--- src/rtl/instr_pkg.sv ---
// instr_pkg: instruction classes, field positions, fetch/decode FSM states and LI sign extension
package instr_pkg;
  typedef enum logic [1:0] {CLS_ALU, CLS_LI, CLS_SYS, CLS_JMP} cls_t;
  typedef enum logic [2:0] {IDLE, FETCH, EXEC, HALT, ERR} state_t;
  localparam int CLS_LSB = 30;
  localparam int OP_LSB = 26;
  localparam int WR_LSB = 21;
  localparam int RD_LSB = 16;
  localparam int HALT_BIT = 15;
  function automatic logic [31:0] signExt16(input logic [15:0] v);
    return {{16{v[15]}}, v};
  endfunction
endpackage

--- src/rtl/instr_field_decode.sv ---
// instr_field_decode: combinational split of an instruction word into datapath controls
//  ir -> cls, opCode, wrReg, rdReg1, imme, selCh, selData, wrOk (write allowed), isHalt
module instr_field_decode
  import instr_pkg::*;
(
  input  logic [31:0] ir,
  output cls_t        cls,
  output logic [3:0]  opCode,
  output logic [4:0]  wrReg,
  output logic [4:0]  rdReg1,
  output logic [15:0] imme,
  output logic        selCh,
  output logic [31:0] selData,
  output logic        wrOk,
  output logic        isHalt
);
  assign cls = cls_t'(ir[CLS_LSB +: 2]);
  assign opCode = ir[OP_LSB +: 4];
  assign wrReg = ir[WR_LSB +: 5];
  assign rdReg1 = ir[RD_LSB +: 5];
  assign imme = ir[15:0];
  assign selCh = cls == CLS_LI;
  assign selData = selCh ? signExt16(imme) : '0;
  assign wrOk = (cls == CLS_ALU || cls == CLS_LI) && wrReg != '0;
  assign isHalt = cls == CLS_SYS && imme[HALT_BIT];
endmodule

--- src/rtl/instr_fetch_decode.sv ---
// instr_fetch_decode: req/ack instruction fetch, one-cycle decode/exec sequencer for the ALU datapath
//  in : clk, reset (sync, active-high), start, imem_ack, imem_rdata[31:0]
//  out: imem_req, imem_addr[PC_W-1:0], wrEnable, wrReg, rdReg1, imme, opCode, selCh, selData,
//       busy, halted, err, instr_count
//  INSTR_JUMP_EN: when defined, class 11 is a jump to imme; otherwise it is illegal.
module instr_fetch_decode
  import instr_pkg::*;
#(
  parameter int PC_W = 8,
  parameter int RESET_PC = 0,
  parameter int MAX_WAIT = 15
) (
  input  logic            clk,
  input  logic            reset,
  input  logic            start,
  output logic            imem_req,
  output logic [PC_W-1:0] imem_addr,
  input  logic            imem_ack,
  input  logic [31:0]     imem_rdata,
  output logic            wrEnable,
  output logic [4:0]      wrReg,
  output logic [4:0]      rdReg1,
  output logic [15:0]     imme,
  output logic [3:0]      opCode,
  output logic            selCh,
  output logic [31:0]     selData,
  output logic            busy,
  output logic            halted,
  output logic            err,
  output logic [15:0]     instr_count
);
`ifdef INSTR_JUMP_EN
  localparam bit jumpEn = 1'b1;
`else
  localparam bit jumpEn = 1'b0;
`endif
  localparam int WW = $clog2(MAX_WAIT + 1);
  state_t state, stateNext;
  logic [PC_W-1:0] pc;
  logic [WW-1:0] waitCnt;
  logic [15:0] instrCnt;
  logic [31:0] ir;
  cls_t cls;
  logic wrOk, isHalt, illegal, jump, retire;
  // decoded outputs come straight from ir, which only changes on the ack that enters EXEC,
  // so they are valid in EXEC and hold afterwards; ir clears on reset so they read 0
  instr_field_decode uDec (
    .ir(ir), .cls(cls), .opCode(opCode), .wrReg(wrReg), .rdReg1(rdReg1), .imme(imme),
    .selCh(selCh), .selData(selData), .wrOk(wrOk), .isHalt(isHalt)
  );
  assign illegal = !jumpEn && cls == CLS_JMP;
  assign jump = jumpEn && cls == CLS_JMP;
  assign retire = state == EXEC && !illegal;
  assign wrEnable = state == EXEC && wrOk;
  assign imem_req = state == FETCH;
  assign imem_addr = pc;
  assign busy = state == FETCH || state == EXEC;
  assign halted = state == HALT;
  assign err = state == ERR;
  assign instr_count = instrCnt;
  always_comb begin
    stateNext = state;
    case (state)
      IDLE:    stateNext = start ? FETCH : IDLE;
      FETCH:   stateNext = imem_ack ? EXEC : (waitCnt == WW'(MAX_WAIT - 1)) ? ERR : FETCH;
      EXEC:    stateNext = illegal ? ERR : isHalt ? HALT : FETCH;
      HALT:    stateNext = start ? FETCH : HALT;
      default: stateNext = state;
    endcase
  end
  always_ff @(posedge clk) begin
    if (reset) begin
      state <= IDLE;
      pc <= PC_W'(RESET_PC);
      waitCnt <= '0;
      instrCnt <= '0;
      ir <= '0;
    end else begin
      state <= stateNext;
      if (state == FETCH) begin
        waitCnt <= imem_ack ? '0 : waitCnt + WW'(1);
        if (imem_ack) ir <= imem_rdata;
      end
      if (retire) begin
        instrCnt <= (instrCnt == 16'hFFFF) ? instrCnt : instrCnt + 16'd1;
        pc <= jump ? imme[PC_W-1:0] : pc + PC_W'(1);
      end
    end
  end
endmodule

--- config.mk ---
export PLATFORM = sky130hd
export DESIGN_NAME = instr_fetch_decode
export DESIGN_NICKNAME = d
export VERILOG_FILES = /design/src/rtl/instr_pkg.sv /design/src/rtl/instr_field_decode.sv /design/src/rtl/instr_fetch_decode.sv
export SDC_FILE = /design/constraint.sdc
export NUM_CORES = 1
export LEC_CHECK = 0
export CAP_MARGIN = 10
export CORE_ASPECT_RATIO = 1.25
export CORE_MARGIN = 2
export CORE_UTILIZATION = 40
export CTS_CLUSTER_SIZE = 25
export DETAILED_ROUTE_END_ITERATION = 16
export HOLD_SLACK_MARGIN = 0.03
export PLACE_DENSITY = 0.78
export SYNTH_ARGS = -nofsm -noshare
export SYNTH_HDL_FRONTEND = slang
export SYNTH_HIERARCHICAL = 1
export SYNTH_SLANG_ARGS = --single-unit
export TNS_END_PERCENT = 20
--- constraint.sdc ---
create_clock -name clk -period 2.2 [get_ports clk]
set_input_delay 0.44 -clock clk [delete_from_list [all_inputs] [get_ports clk]]
set_output_delay 0.44 -clock clk [all_outputs]
set_load 0.01 [all_outputs]
==> Word-level counts from Yosys, hierarchy flattened <==
Index checks and enable logic that the tools add are counted.
Widths: inputs -> output; s select.
{ "totals": {"in_bits": 36, "output_inout_bits": 92, "memories": 0, "latchBits": 0, "romBits": 0, "mem_bits_rw": 0, "reg_bits": 63} }
{ "classes": {"div": 0, "addsub": 3, "n_eq_ne": 9, "mux": 9, "shift": 0, "magnitude_cmp": 0, "bitwise": 1, "n_reduce_logical": 13, "n_mul": 0} }
{ "ops": {"columns": ["op", "n"], "rows": [
  ["$mux 32", 1],
  ["$add 16x1->16 const B", 1],
  ["$eq 16x16->1 const B", 1],
  ["$pmux 3 s4", 1],
  ["$mux 3", 3],
  ["$add 8x1->8 const B", 1],
  ["$eq 3x2->1 const B", 2],
  ["$reduce_bool 5->1", 1],
  ["$add 4x1->4 const B", 1],
  ["$eq 2x2->1 const B", 2],
  ["$eq 4x4->1 const B", 1],
  ["$logic_and 1x1->1", 4],
  ["$mux 2", 2],
  ["$mux 4", 1],
  ["$reduce_and 2->1", 2],
  ["$reduce_bool 4->1", 1],
  ["$eq 3x1->1 const B", 1],
  ["$eq 3x3->1 const B", 1],
  ["$logic_not 3->1", 1],
  ["$eq 2x1->1 const B", 1],
  ["$logic_not 2->1", 1],
  ["$logic_or 1x1->1", 2],
  ["$logic_not 1->1", 1],
  ["$mux 1", 1],
  ["$not 1->1", 1]
]} }

==> Longest topological paths before layout <==
{ "depth": {"ltp_word": 5, "mapped_depth": 9} }

==> Cells and area by module <==
The synthesis kept the hierarchy.
{ "by_module_without_submodules": {"columns": ["mod", "cells_per_inst", "area_per_inst_um2", "instances"], "rows": [
  ["instr_fetch_decode", 337, 2706.3, 1],
  ["instr_field_decode", 71, 526.8, 1]
]} }

==> Worst setup path before layout <==
OpenSTA, ideal clock, no wires.
{ "synth_timing": {"path_type": "reg2reg", "from": "register state[2]", "to": "register instrCnt[10], in the netlist instr_count[10]", "path_buffers": 2, "stages_incl_launch_ff": 7, "slack_ns": 0.071, "arrival_time_ns": 2.059, "t_required_ns": 2.130, "path_cell_list": "dfxtp_1 > buf_6 > or3b_4 > or4_1 > buf_2 > or4_1 > a21oi_1"} }
{ "synth_between": {"elab_chain_len": 3} }
{ "synth_lines": {"columns": ["item", "line_no", "text"], "rows": [
  ["start: declaration", "instr_fetch_decode.sv:38", "state_t state, stateNext;"],
  ["start signal: assignment", "instr_fetch_decode.sv:79", "state <= stateNext;"],
  ["$eq 3x2->1", "instr_fetch_decode.sv:53", "assign retire = state == EXEC && !illegal;"],
  ["$logic_and 1x1->1", "instr_fetch_decode.sv:53", null],
  ["$reduce_and 2->1 (no line)", null, null],
  ["end signal: assignment", "instr_fetch_decode.sv:85", "instrCnt <= (instrCnt == 16'hFFFF) ? instrCnt : instrCnt + 16'd1;"],
  ["end: declaration", "instr_fetch_decode.sv:41", "logic [15:0] instrCnt;"]
]} }
Every way passes these cells.
A chain may end at the register's enable or synchronous reset.

==> Worst setup path in the final report <==
{ "layout_timing": {"from": "register state[0]", "to": "output port halted"} }
{ "layout_between": {"elab_chain_len": 1} }
{ "layout_lines": {"columns": ["item", "line_no", "text"], "rows": [
  ["$eq 3x2->1", "instr_fetch_decode.sv:58", "assign halted = state == HALT;"],
  ["end: declaration", "instr_fetch_decode.sv:28", "output logic halted,"]
]} }
Every way passes these cells.

==> summary.md <==
| Metric | Value |
|---|---|
| Pwr Density | `537 mW/mm^2` |
| Cell Int Power | `around 1.8 mW` |
| Inserted Clock Buffers | `9` |
| Reg power frac | `49.7%` |
| Switching Fraction | `about a quarter` |
| CP max stage cell | `clkdlybuf4s50_1` |
| Share of layout cells above drive strength 1 | `around an eighth` |
| Core Region | `0.00784 mm^2` |
| Die Area | `0.00882 mm^2` |
| Fmax | `between 400 and 500 MHz` |
| Critical Path Source Type | `register` |
| Post-synth cell types | `39` |
| Crit-path leading delay family | `buffers and inverters` |
| Peak VDD IR | `300 uV` |
| Crit. End Element | `primary output` |
| Syn avg cell area | `between 7 and 8 um^2` |
| Seq/Total Area, Yosys | `39.0%` |
| Overall power | `around 2.4 mW` |
| FP Rows | `36` |
| Total grt overflow | `0` |
| Tmin final | `roughly 2.1 ns` |
| Comb pwr share | `12.1%` |
| Fin Clk Skew | `0.00830 ns` |
| Critical path origin | `state[0]` |
| Crit path max fanout | `7` |
| First-pass GRT wire length | `roughly 13000 um` |
| Setup TNS | `0 ns` |
| Slew Limit Headroom | `57.3%` |
| Worst Path Required | `approximately 1.8 ns` |
| Sink Count | `63` |
| Setup WS post-layout | `0.0665 ns` |
| I/O Buffers | `127` |
| Clock Tree Root | `clkbuf_8` |
| Slack of the worst reg-to-reg path | `around 0.080 ns` |
| Clk buf depth | `2` |
| WL/cell | `14.3 um` |
| Ys async rst share | `0%` |
| Register-to-Register Path Depth | `4` |
| Most used DFF post-synth | `dfxtp_1` |
| Dpl hpwl | `between 6000 and 7000 um` |
| Die Wd | `84.4 um` |
| P&R area growth vs syn | `39.0%` |
| Pre-CTS WS | `about 0.061 ns` |
| Multi-input logic area | `0.00150 mm^2` |
| Synth Warn # | `6` |
| Crit path depth | `3` |
| Detailed Routing Iterations Pass 1 | `4` |
| Period utilization | `97.0%` |
| CTS tree | `yes` |
| Syn Nets | `~450` |
| Max-cap violations | `0` |
| Worst-Margin Slew | `0.641 ns` |
| #FFs+latches synth | `63` |
| Post-synthesis cell count | `408` |
| Post-synth EDFFs | `0` |
| Worst Path Buf+Inv | `2` |
| # DRC | `0` |
| Boundary Pins | `128` |
| Sequential Area | `~0.0013 mm^2` |
| Vias/cell | `5.18` |
| Setup bufs post-CTS | `0` |
| Worst r2r dst | `instr_count[14]` |
| CP cell instances | `inv_1 > nor3b_2 > clkdlybuf4s50_1` |
| Initial DRC Count | `164` |
| Later-pin clock latency in the skew report | `0.34 ns` |
| Die height | `105 um` |
| Final #Nets | `526` |
| FILL cells | `730` |
| Outcome | `complete, no violations` |
| GRT Total Usage | `18.5%` |
| # placed instances | `570` |
| Sw Pwr | `roughly 0.59 mW` |
| Syn Std Cell Area | `0.00323 mm^2` |
| Post-route ant nets | `0` |
| Setup violations, final | `0` |
| GP Congestion | `roughly 0.91` |
| Clock slew at reported path FFs | `0.07 ns` |
| Initial Util | `41.3%` |
| FF-to-FF Start | `state[1]` |
| CP arrival | `1.69 ns` |
| Largest net degree at the start of global routing | `35` |
| WS Path Type | `reg2out` |
| Slew Viols, Final | `0` |
| Clk network pwr share | `38.1%` |
| Total Wirelength | `approximately 8400 um` |
| Vias in the first global route | `2746` |
| Crit-path max cell delay | `roughly 0.6 ns` |
| Final Hold Viols | `0` |
| Vias | `3028` |
| Worst min-delay path category | `reg2reg` |
| Post-route insts no fill | `585` |
| RSZ-0062 raised after global routing | `true` |
| H-tree levels | `3` |
| ANT cells | `0` |
| P_leak | `1.76 nW` |
| Worst Setup EP | `halted` |
| Antenna violations before repair | `0` |
[sequential cells by signal, summed over array words and instances, names as in the netlist]
name         count
waitCnt          4
imem_addr        8
instr_count     16
state            3
ir              32
[layout by cell type, fill, tap and decap left out, drive strengths merged, types with 2 or more instances in the layout]
cell and instances:
clkdlybuf4s50 113, o21a 3, and2 20, nand3 11
and3 2, clkbuf 12, o31ai 8, clkinv 2
o311a 2, xnor2 6, nand2 79, o21ai 5
a21oi 51, or3b 2, nor2b 5, nor4 5
nor3b 3, nand3b 2, or3 3, ha 4
mux2 4, a31oi 2, buf 12, nor3 7
nand4 8, inv 6, or4 8, dfxtp 63
nor2 22, dlymetal6s2s 12
[through the flow]
stage / utilization [%] / instance area (um^2) / hold slack [ns]
after floorplan: - / 3230 / 0.434
after global placement: 54.4 / 4260 / 0.442
after detailed placement: 54.4 / 4260 / 0.449
after CTS: 56.8 / 4460 / 0.458
after global routing: 57.4 / 4500 / 0.487
final: 57.4 / 4500 / 0.456
[routing by layer]
| metal | GRT usage, % | share of wire (%) | vias to the layer above |
|---|---|---|---|
| met1 | 22.1 | 42 | 1403 |
| met2 | 31.7 | 50 | 118 |
| li1 | - | - | 1497 |
| met4 | 6.46 | 1.2 | 0 |
| met5 | 0 | 0 | - |
| met3 | 4.76 | 7.2 | 10 |
[worst reg2reg max path, cell delays in order, from the launching register on]
cell and delay [ns]:
dfxtp_2 0.39, or3b_4 0.43, or4_1 0.57, or4_1 0.49
a21oi_1 0.15
[worst min-delay path by stage]
stage	start	slack, ns	endpoint	cells after the start
2_1_floorplan	ir[16]	0.43	ir[16]	2
3_3_place_gp	ir[27]	0.44	ir[27]	2
3_5_place_dp	ir[27]	0.45	ir[27]	2
4_1_cts	ir[27]	0.46	ir[27]	2
5_1_grt	ir[27]	0.49	ir[27]	2
6_report	ir[27]	0.46	ir[27]	2
[synthesized netlist by cell type, types with 7 or more instances]
cell type	count	area, um^2
nand4_1	8	50.1
clkbuf_1	17	63.8
buf_4	48	360
a21oi_1	51	255
o31ai_1	8	60.1
dfxtp_1	63	1260
nor3_1	7	35.0
or4_1	8	60.1
nor2_1	22	82.6
nand2_1	79	297
nand3_1	11	55.1
and2_2	16	120
[power by group through the flow]
stage / Clock [mW] / Combinational, mW / Sequential [mW]
after CTS: 0.956 / 0.296 / 1.20
after global routing: 1.00 / 0.317 / 1.21
final: 0.921 / 0.293 / 1.20
after global placement: 0 / 0.289 / 1.22
after floorplan: 0 / 0.166 / 1.22
after detailed placement: 0 / 0.295 / 1.23
[repair_timing]
action,4_1_cts,5_1_grt
setup endpoints to repair,35,22
hold buffers,0,0
pin swaps,0,0
gates resized for setup,6,17
[cell type report]
type	instances	share of cell area, %
Inverter	6	0.501
Multi-Input combinational cell	268	33.3
Sequential cell	63	28.2
Clock inverter	3	0.390
Tap cell	95	2.64
Timing Repair Buffer	138	31.3
Clock buffer	12	3.67
[cell families after synthesis]
group,after synthesis,share of synthesized area (%)
AOI/OAI and AO/OA,75,13.3
xor gates and xnor gates,6,1.63
adders and majority gates,4,1.55
buffers and inverters,77,15.3
DFF,63,39.0
muxes,4,1.39
and+or+nand+nor,179,27.9
(Power assumes the default switching activity.)
